===== src/rtl/sd_sector_arbiter.sv =====
// sd_sector_arbiter: round-robin arbiter sharing one sd_card sector interface between two disk clients
module sd_sector_arbiter #(
  parameter int START_TIMEOUT = 4096
) (
  input  logic        clk,
  input  logic        reset,
  input  logic [1:0]  c_rd,
  input  logic [1:0]  c_wr,
  input  logic [31:0] c_lba0,
  input  logic [31:0] c_lba1,
  input  logic [7:0]  c_din0,
  input  logic [7:0]  c_din1,
  output logic [1:0]  c_ack,
  output logic [1:0]  c_done,
  output logic [1:0]  c_err,
  output logic [8:0]  c_buff_addr,
  output logic [7:0]  c_dout,
  output logic [1:0]  c_dout_strobe,
  output logic [1:0]  sd_rstart,
  output logic [1:0]  sd_wstart,
  output logic [31:0] sd_sector,
  input  logic        sd_rbusy,
  input  logic        sd_rdone,
  input  logic        sd_outen,
  input  logic [8:0]  sd_outaddr,
  input  logic [7:0]  sd_outbyte,
  output logic [7:0]  sd_inbyte
);
  typedef enum logic [1:0] {IDLE, START, WAIT, DONE} state_t;
  state_t state;
  logic [1:0] rd_q, wr_q, pend_rd, pend_wr, pend_any, clr_rd, clr_wr, sel_bit, gnt_bit;
  logic gnt, last, busy_q, sel, sel_wr, grant;
  logic [12:0] cnt;
  always_comb begin
    pend_any = pend_rd | pend_wr;
    sel = pend_any[~last] ? ~last : last;
    sel_wr = ~pend_rd[sel];
    sel_bit = sel ? 2'b10 : 2'b01;
    gnt_bit = gnt ? 2'b10 : 2'b01;
    grant = state == IDLE && |pend_any;
    clr_rd = grant && !sel_wr ? sel_bit : 2'b00;
    clr_wr = grant && sel_wr ? sel_bit : 2'b00;
    c_dout = sd_outbyte;
    c_buff_addr = sd_outaddr;
    c_dout_strobe = sd_outen && (state == START || state == WAIT) ? gnt_bit : 2'b00;
    sd_inbyte = gnt ? c_din1 : c_din0;
  end
  // an edge landing in the grant cycle of the same bit is dropped by the clear mask
  always_ff @(posedge clk) begin
    if (reset) begin
      state <= IDLE;
      rd_q <= 2'b00;
      wr_q <= 2'b00;
      pend_rd <= 2'b00;
      pend_wr <= 2'b00;
      gnt <= 1'b0;
      last <= 1'b1;
      busy_q <= 1'b0;
      cnt <= 13'd0;
      c_ack <= 2'b00;
      c_done <= 2'b00;
      c_err <= 2'b00;
      sd_rstart <= 2'b00;
      sd_wstart <= 2'b00;
      sd_sector <= 32'd0;
    end else begin
      rd_q <= c_rd;
      wr_q <= c_wr;
      busy_q <= sd_rbusy;
      pend_rd <= (pend_rd | (c_rd & ~rd_q)) & ~clr_rd;
      pend_wr <= (pend_wr | (c_wr & ~wr_q)) & ~clr_wr;
      c_done <= 2'b00;
      c_err <= 2'b00;
      case (state)
        IDLE: if (grant) begin
          gnt <= sel;
          sd_sector <= sel ? c_lba1 : c_lba0;
          sd_rstart <= sel_wr ? 2'b00 : sel_bit;
          sd_wstart <= sel_wr ? sel_bit : 2'b00;
          cnt <= 13'd0;
          state <= START;
        end
        START: if (sd_rbusy) begin
          sd_rstart <= 2'b00;
          sd_wstart <= 2'b00;
          c_ack <= gnt_bit;
          state <= WAIT;
        end else if (cnt == 13'(START_TIMEOUT - 1)) begin
          sd_rstart <= 2'b00;
          sd_wstart <= 2'b00;
          c_done <= gnt_bit;
          c_err <= gnt_bit;
          state <= IDLE;
        end else if (~&cnt) begin
          cnt <= cnt + 13'd1;
        end
        WAIT: if (sd_rdone || (busy_q && !sd_rbusy)) begin
          c_ack <= 2'b00;
          c_done <= gnt_bit;
          state <= DONE;
        end
        DONE: begin
          last <= gnt;
          state <= IDLE;
        end
        default: state <= IDLE;
      endcase
    end
  end
endmodule


===== config.mk =====
export PLATFORM = sky130hd
export DESIGN_NAME = sd_sector_arbiter
export DESIGN_NICKNAME = d
export VERILOG_FILES = /design/src/rtl/sd_sector_arbiter.sv
export SDC_FILE = /design/constraint.sdc
export NUM_CORES = 1
export LEC_CHECK = 0
export BUFFER_PORTS_ARGS = -buffer_cell sky130_fd_sc_hd__buf_2
export CAP_MARGIN = 30
export CORE_MARGIN = 2
export CORE_UTILIZATION = 49
export DETAILED_ROUTE_END_ITERATION = 12
export PLACE_DENSITY_LB_ADDON = 0.12
export SYNTH_ARGS = -nofsm -noshare
export SYNTH_HDL_FRONTEND = slang
export SYNTH_SLANG_ARGS = --single-unit

===== constraint.sdc =====
create_clock -name clk -period 3.1 [get_ports clk]
set_input_delay 0.31 -clock clk [delete_from_list [all_inputs] [get_ports clk]]
set_output_delay 0.31 -clock clk [all_outputs]
set_load 0.01 [all_outputs]

==> results of run 1 <==
-- cell type report --
class,instances,area share
Multi-Input combinational cell,240,0.408
Sequential cell,68,0.329
Timing Repair Buffer,144,0.179
Clock buffer,12,0.0375
Tap cell,80,0.0242
Clock inverter,4,0.0115
Inverter,12,0.0109
-- critical path, stage by stage, from the launching register on --
cell     delay, ns
dfxtp_1       0.35
inv_1         0.14
ha_1          0.38
nor2b_4       0.22
buf_4         0.32
a21o_1        0.37
o21ba_1       0.19
-- layout by cell type, fill, tap and decap left out, drive strengths merged, types with 2 or more instances in the layout --
cell type / count
buf: 144
dfxtp: 68
nor2: 59
a211oi: 36
mux2i: 33
inv: 12
clkbuf: 12
nand3: 12
nand2: 10
mux2: 8
a21oi: 8
xor2: 8
nor2b: 7
nor3: 6
ha: 6
nand2b: 5
nand4: 4
a22oi: 4
o21ai: 3
and3: 3
nor4: 3
a211o: 2
and2: 2
o211ai: 2
nand3b: 2
clkinv: 2
or2: 2
-- stage by stage --
| step | worst slack [ns] | instances | total power, mW |
|---|---|---|---|
| 6_report | 1.03 | 560 | 2.82 |
| 5_1_grt | 0.809 | 560 | 3.00 |
| 4_1_cts | 1.01 | 560 | 2.85 |
| 3_5_place_dp | 1.04 | 544 | 2.10 |
| 3_3_place_gp | 1.08 | 544 | 2.08 |
| 2_1_floorplan | 1.25 | 360 | 1.81 |
-- synth_stat cells, drive strengths merged, types with 2 or more instances --
cell type | n | area share
nand2 | 10 | 0.011
nand4 | 4 | 0.0094
nor3 | 6 | 0.0090
and3 | 3 | 0.0056
o211ai | 2 | 0.0045
buf | 29 | 0.061
ha | 6 | 0.023
nand3 | 12 | 0.021
dfxtp | 68 | 0.41
xor2 | 8 | 0.021
clkbuf | 11 | 0.012
and2 | 2 | 0.0038
nor4 | 3 | 0.010
o21ai | 3 | 0.0045
a21oi | 8 | 0.012
nor2b | 7 | 0.013
nor2 | 59 | 0.067
or2 | 2 | 0.0038
a211o | 2 | 0.0053
a22oi | 4 | 0.013
a211oi | 36 | 0.081
mux2i | 33 | 0.099
nand2b | 5 | 0.0094
mux2 | 8 | 0.027
nand3b | 2 | 0.0045
inv | 12 | 0.014
-- logic make-up (layout without fill, tap and decap cells) --
family,Yosys count,count (layout),share of synthesized area
fa+ha+maj,6,6,0.0226
flops,68,68,0.409
xor+xnor,9,9,0.0260
mux,41,41,0.126
compound gates,65,65,0.149
simple gates,119,119,0.180
buf+inv,52,172,0.0869
-- power by group through the flow --
| stage | clock [mW] | sequential, mW | combinational, mW |
|---|---|---|---|
| 2_1_floorplan | 0 | 1.18 | 0.630 |
| 3_3_place_gp | 0 | 1.14 | 0.943 |
| 3_5_place_dp | 0 | 1.14 | 0.962 |
| 4_1_cts | 0.757 | 1.13 | 0.964 |
| 5_1_grt | 0.788 | 1.15 | 1.07 |
| 6_report | 0.739 | 1.13 | 0.953 |
-- registers in the layout (all words and copies together) (netlist names), named ones only --
name / cells
busy_q: 1
c_ack: 2
c_done: 2
c_err: 2
cnt: 13
gnt: 1
last: 1
pend_rd: 2
pend_wr: 2
rd_q: 2
sd_rstart: 2
sd_sector: 32
sd_wstart: 2
state: 1
wr_q: 2
-- layer usage --
layer	vias to the layer above	share of wire	track usage
met5	-	0	0
met4	0	0.028	0.114
met3	15	0.053	0.0448
met2	92	0.47	0.327
met1	1310	0.45	0.246
li1	1488	-	-
-- path summary, 6_finish.rpt --
kind	startpoint	end	slack, ns	cells after the start
worst max-delay path	state[0]	cnt[11]	1.03	6
worst min-delay path	c_rd[0]	rd_q[0]	0.19	2
worst max register to register	state[0]	cnt[11]	1.03	6
worst min register to register	cnt[12]	cnt[12]	0.47	2
==> results.sh, run 1 <==
export IMPL_tightest_slew_ns=0.559
export IMPL_die_h_um=86.4
export IMPL_drv_slew=0
export IMPL_end_kind="flop"
export IMPL_cts_buffer_depth=2
export IMPL_crit_path_start_kind="flop"
export IMPL_crit_arrival_ns=2.31
export IMPL_ctsHoldBuffers=0
export IMPL_track_usage=0.201
export IMPL_drtAntennaViolNets=0
export IMPL_cts_resized_gates=0
export IMPL_post_cts_repair_setup_buffers=0
export IMPL_fin_nets=587
export IMPL_grt_pass1_wl_mm=12.0
export IMPL_synth_warnings=0
export IMPL_power_share_combinational=0.338
export IMPL_ys_async_sr_fraction=0
export IMPL_rsz0062_at_grt="false"
export IMPL_ys_flop_type="dfxtp_1"
export IMPL_switching_power_mw=0.966
export IMPL_cts_root_buffer="clkbuf_8"
export IMPL_dp_hpwl_mm=5.33
export IMPL_clockPowerShare=0.262
export IMPL_ir_drop_mv=0.284
export IMPL_hold_violations=0
export IMPL_via_per_inst=5.19
export IMPL_swShare=0.343
export IMPL_ios=175
export IMPL_die_area_mm2=0.00746
export IMPL_required_ns=3.34
export IMPL_grt_overflow=0
export IMPL_layout_drive_gt1_share=0.375
export IMPL_start_util=0.498
export IMPL_clk_latency_ns=0.34
export IMPL_finalInstanceArea_mm2=0.00414
export IMPL_hold_class="in -> reg"
export IMPL_syn2layout_area_growth_pct=24.6
export IMPL_cellPowerDensity_mw_per_mm2=680
export IMPL_grt_max_degree=36
export IMPL_hold_ws_ns=0.192
export IMPL_maxSlewHeadroom=0.627
export IMPL_htree_levels=3
export IMPL_synth_edf_count=0
export IMPL_gp_congestion=0.786
export IMPL_wl_per_cell_um=13.0
export IMPL_p_int_mw=1.85
export IMPL_power_static_leakage_nw=1.93
export IMPL_clk_pin_slew_ns=0.07
export IMPL_netlist_area_mm2=0.00333
export IMPL_cp_max_fo=35
export IMPL_clkSinkCount=68
export IMPL_firstDrtPassIters=6
export IMPL_antenna_found_initial=0
export IMPL_num_antenna_cells=0
export IMPL_die_w_um=86.4
export IMPL_fill_cells=618
export IMPL_finalSetupViolations=0
export IMPL_fin_skew_ns=0.00857
export IMPL_ys_seq_area_frac=0.409
export IMPL_fin_crit_ns=2.07
export IMPL_core_area_mm2=0.00668
export IMPL_regArea_mm2=0.00136
export IMPL_placed_cell_area_mm2=0.00394
export IMPL_multi_input_area_mm2=0.00169
export IMPL_status="finished, final reports clean"
export IMPL_cts_buffers=9
export IMPL_drc=0
export IMPL_ys_ff_latch=68
export IMPL_drt_initial_drc_count=89
export IMPL_cap_violations=0
export IMPL_min_period_over_period=0.669
export IMPL_synth_net_count=472
export IMPL_fmax_mhz=482
export IMPL_path_class="reg -> reg"
export IMPL_syn_inst=360
export IMPL_wl_mm=7.28
export IMPL_finalSetupTns_ns=0
export IMPL_synth_cell_type_count=49
export IMPL_cts_tree="built"
export IMPL_grt_pass1_vias=2724
export IMPL_std_cell_rows=30
export IMPL_avgSynthCellArea_um2=9.24
export IMPL_p_seq_frac=0.399
export IMPL_vias=2905
export IMPL_final_util=0.620
export IMPL_port_buffers=140
No activity file was read; power rests on OpenSTA's default activity.
==> run 2, diff against run 1 <==
--- a/config.mk
+++ b/config.mk
@@ -5,10 +5,11 @@
 export SDC_FILE = /design/constraint.sdc
 export NUM_CORES = 1
 export LEC_CHECK = 0
+export ABC_AREA = 1
 export BUFFER_PORTS_ARGS = -buffer_cell sky130_fd_sc_hd__buf_2
 export CAP_MARGIN = 30
 export CORE_MARGIN = 2
-export CORE_UTILIZATION = 49
+export CORE_UTILIZATION = 46
 export DETAILED_ROUTE_END_ITERATION = 12
 export PLACE_DENSITY_LB_ADDON = 0.12
 export SYNTH_ARGS = -nofsm -noshare
==> constraint.sdc (replaced) <==
create_clock -name clk -period 2.1 [get_ports clk]
set_input_delay 0.21 -clock clk [delete_from_list [all_inputs] [get_ports clk]]
set_output_delay 0.21 -clock clk [all_outputs]
set_load 0.01 [all_outputs]
==> results.sh, run 2 <==
export IMPL_fin_nets=713
export IMPL_synth_edf_count=0
export IMPL_mostFrequentLayoutCells="nand2_1, buf_2, dfxtp_1"
export IMPL_yosysTopAreaCell="dfxtp_1"
export IMPL_wl_mm=8.52
export IMPL_port_buffers=140
export IMPL_ctsHoldBuffers=0
export IMPL_switching_power_mw=2.05
export IMPL_firstDrtPassIters=5
export IMPL_post_place_ws_ns=0.288
export IMPL_cts_tree="built"
export IMPL_status="finished, final reports clean"
export IMPL_start_util=0.475
export IMPL_ys_ff_latch=68
export IMPL_synth_warnings=0
export IMPL_crit_arrival_ns=2.09
export IMPL_synth_cell_type_count=35
export IMPL_std_cell_rows=31
export IMPL_fin_cells=703
export IMPL_htree_levels=3
export IMPL_grt_max_degree=54
export IMPL_synth_top_area_share=0.398
export IMPL_grt_pass1_wl_mm=14.5
export IMPL_ys_flop_type="dfxtp_1"
export IMPL_path_class="reg -> reg"
export IMPL_drc=0
export IMPL_p_int_mw=2.96
export IMPL_avgSynthCellArea_um2=7.09
export IMPL_cap_violations=0
export IMPL_via_per_inst=4.86
export IMPL_regArea_mm2=0.00136
export IMPL_cts_buffers=9
export IMPL_synthTopCellsByCount="nand2_1, dfxtp_1, nor2_1"
export IMPL_placed_cell_area_mm2=0.00404
export IMPL_cts_root_buffer="clkbuf_8"
export IMPL_fin_crit_ns=1.83
export IMPL_crit_path_start_kind="flop"
export IMPL_ir_drop_mv=0.540
export IMPL_finalSetupViolations=0
export IMPL_wl_per_cell_um=12.1
export IMPL_die_w_um=90.3
export IMPL_yosysMostFrequentCell="nand2_1"
export IMPL_grt_pass1_vias=3261
export IMPL_synthTopCellsByArea="dfxtp_1, nand2_1, a31oi_1, buf_4, nor2_1"
export IMPL_power_static_leakage_nw=2.05
export IMPL_core_area_mm2=0.00721
export IMPL_clockPowerShare=0.212
export IMPL_finalInstanceArea_mm2=0.00423
export IMPL_die_area_mm2=0.00815
export IMPL_drt_initial_drc_count=92
export IMPL_ys_async_sr_fraction=0
export IMPL_track_usage=0.213
export IMPL_synth_net_count=595
export IMPL_gp_congestion=0.785
export IMPL_totalPowerFinal_mw=5.01
export IMPL_fin_skew_ns=0.00408
export IMPL_dp_hpwl_mm=6.09
export IMPL_power_share_combinational=0.439
export IMPL_cellPowerDensity_mw_per_mm2=1180
export IMPL_syn2layout_area_growth_pct=23.4
export IMPL_largest_reg_flops=32
export IMPL_dp_cells=689
export IMPL_maxSlewHeadroom=0.623
export IMPL_p_seq_frac=0.349
export IMPL_rsz0062_at_grt="false"
export IMPL_multi_input_area_mm2=0.00167
export IMPL_hold_violations=0
export IMPL_hold_ws_ns=0.0869
export IMPL_setup_ws_ns=0.274
export IMPL_clk_pin_slew_ns=0.07
export IMPL_fmax_mhz=548
export IMPL_end_kind="flop"
export IMPL_final_util=0.586
export IMPL_ys_seq_area_frac=0.398
export IMPL_cts_resized_gates=0
export IMPL_tightest_slew_ns=0.565
export IMPL_regMostFlops="sd_sector"
export IMPL_clk_latency_ns=0.34
export IMPL_hold_class="in -> reg"
export IMPL_post_cts_repair_setup_buffers=0
export IMPL_required_ns=2.36
export IMPL_min_period_over_period=0.869
export IMPL_layout_drive_gt1_share=0.291
export IMPL_reg_top3="sd_sector: 32 flops, cnt: 13 flops"
export IMPL_netlist_area_mm2=0.00342
export IMPL_cts_buffer_depth=2
export IMPL_vias=3418
export IMPL_drtAntennaViolNets=0
export IMPL_syn_inst=483
export IMPL_fill_cells=722
export IMPL_ios=175
export IMPL_die_h_um=90.3
export IMPL_antenna_found_initial=0
export IMPL_num_antenna_cells=0
export IMPL_cp_max_fo=13
export IMPL_finalSetupTns_ns=0
export IMPL_swShare=0.409
export IMPL_mostFrequentLayoutCell="nand2_1"
export IMPL_clkSinkCount=68
export IMPL_drv_slew=0
export IMPL_grt_overflow=0
==> run 2: cell count changes after synthesis, sizes merged, moves of 5 or more <==
| cell | previous run | this run |
|---|---|---|
| a211oi | 36 | 1 |
| xor2 | 8 | 2 |
| nand2 | 10 | 177 |
| inv | 12 | 39 |
| mux2i | 33 | 0 |
| nor2 | 59 | 44 |
| o21ai | 3 | 12 |
| mux2 | 8 | 0 |
| nor2b | 7 | 0 |
| nand2b | 5 | 0 |
| a31oi | 1 | 25 |
| a21oi | 8 | 28 |
==> run 2: kinds of logic after synthesis <==
kind of cell | after synthesis | share of synthesized area
compound gates | 77 | 0.135
simple gates | 252 | 0.322
xor+xnor | 3 | 0.00768
fa+ha+maj | 6 | 0.0219
flops | 68 | 0.398
buf+inv | 77 | 0.116
==> run 2: worst paths after layout <==
path                 start        to  cells after the start  slack, ns
setup / recovery  state[0]    cnt[8]                      8       0.27
hold / removal     c_wr[0]   wr_q[0]                      3       0.09
setup reg to reg  state[0]    cnt[8]                      8       0.27
hold reg to reg   c_ack[0]  c_ack[0]                      2       0.46
==> run 2: area by class of cell <==
class / instances / area share
Inverter: 39 / 0.0346
Timing Repair Buffer: 145 / 0.175
Sequential cell: 68 / 0.322
Tap cell: 99 / 0.0293
Clock buffer: 12 / 0.0367
Multi-Input combinational cell: 338 / 0.394
Clock inverter: 2 / 0.00829
==> run 2: power groups by stage <==
stage          Clock, mW  Sequential [mW]  Combinational, mW
6_report            1.06             1.75               2.20
5_1_grt             1.14             1.78               2.48
4_1_cts             1.08             1.75               2.23
3_5_place_dp           0             1.76               2.22
3_3_place_gp           0             1.76               2.19
2_1_floorplan          0             1.87               1.51
==> run 2: routing by layer <==
layer	wire (um)	GRT usage	vias up
met1	3830	0.259	1533
met4	99	0.0744	0
met3	529	0.0526	9
met2	4060	0.368	102
li1	-	-	1774
met5	0	0	-
==> run 2: critical path, cell delays in order, from the launching register on <==
cell,delay (ns)
dfxtp_1,0.34
inv_1,0.13
ha_1,0.38
nand2_8,0.13
o21ai_4,0.13
nand3_4,0.21
inv_2,0.20
nand2_1,0.07
a21oi_1,0.14
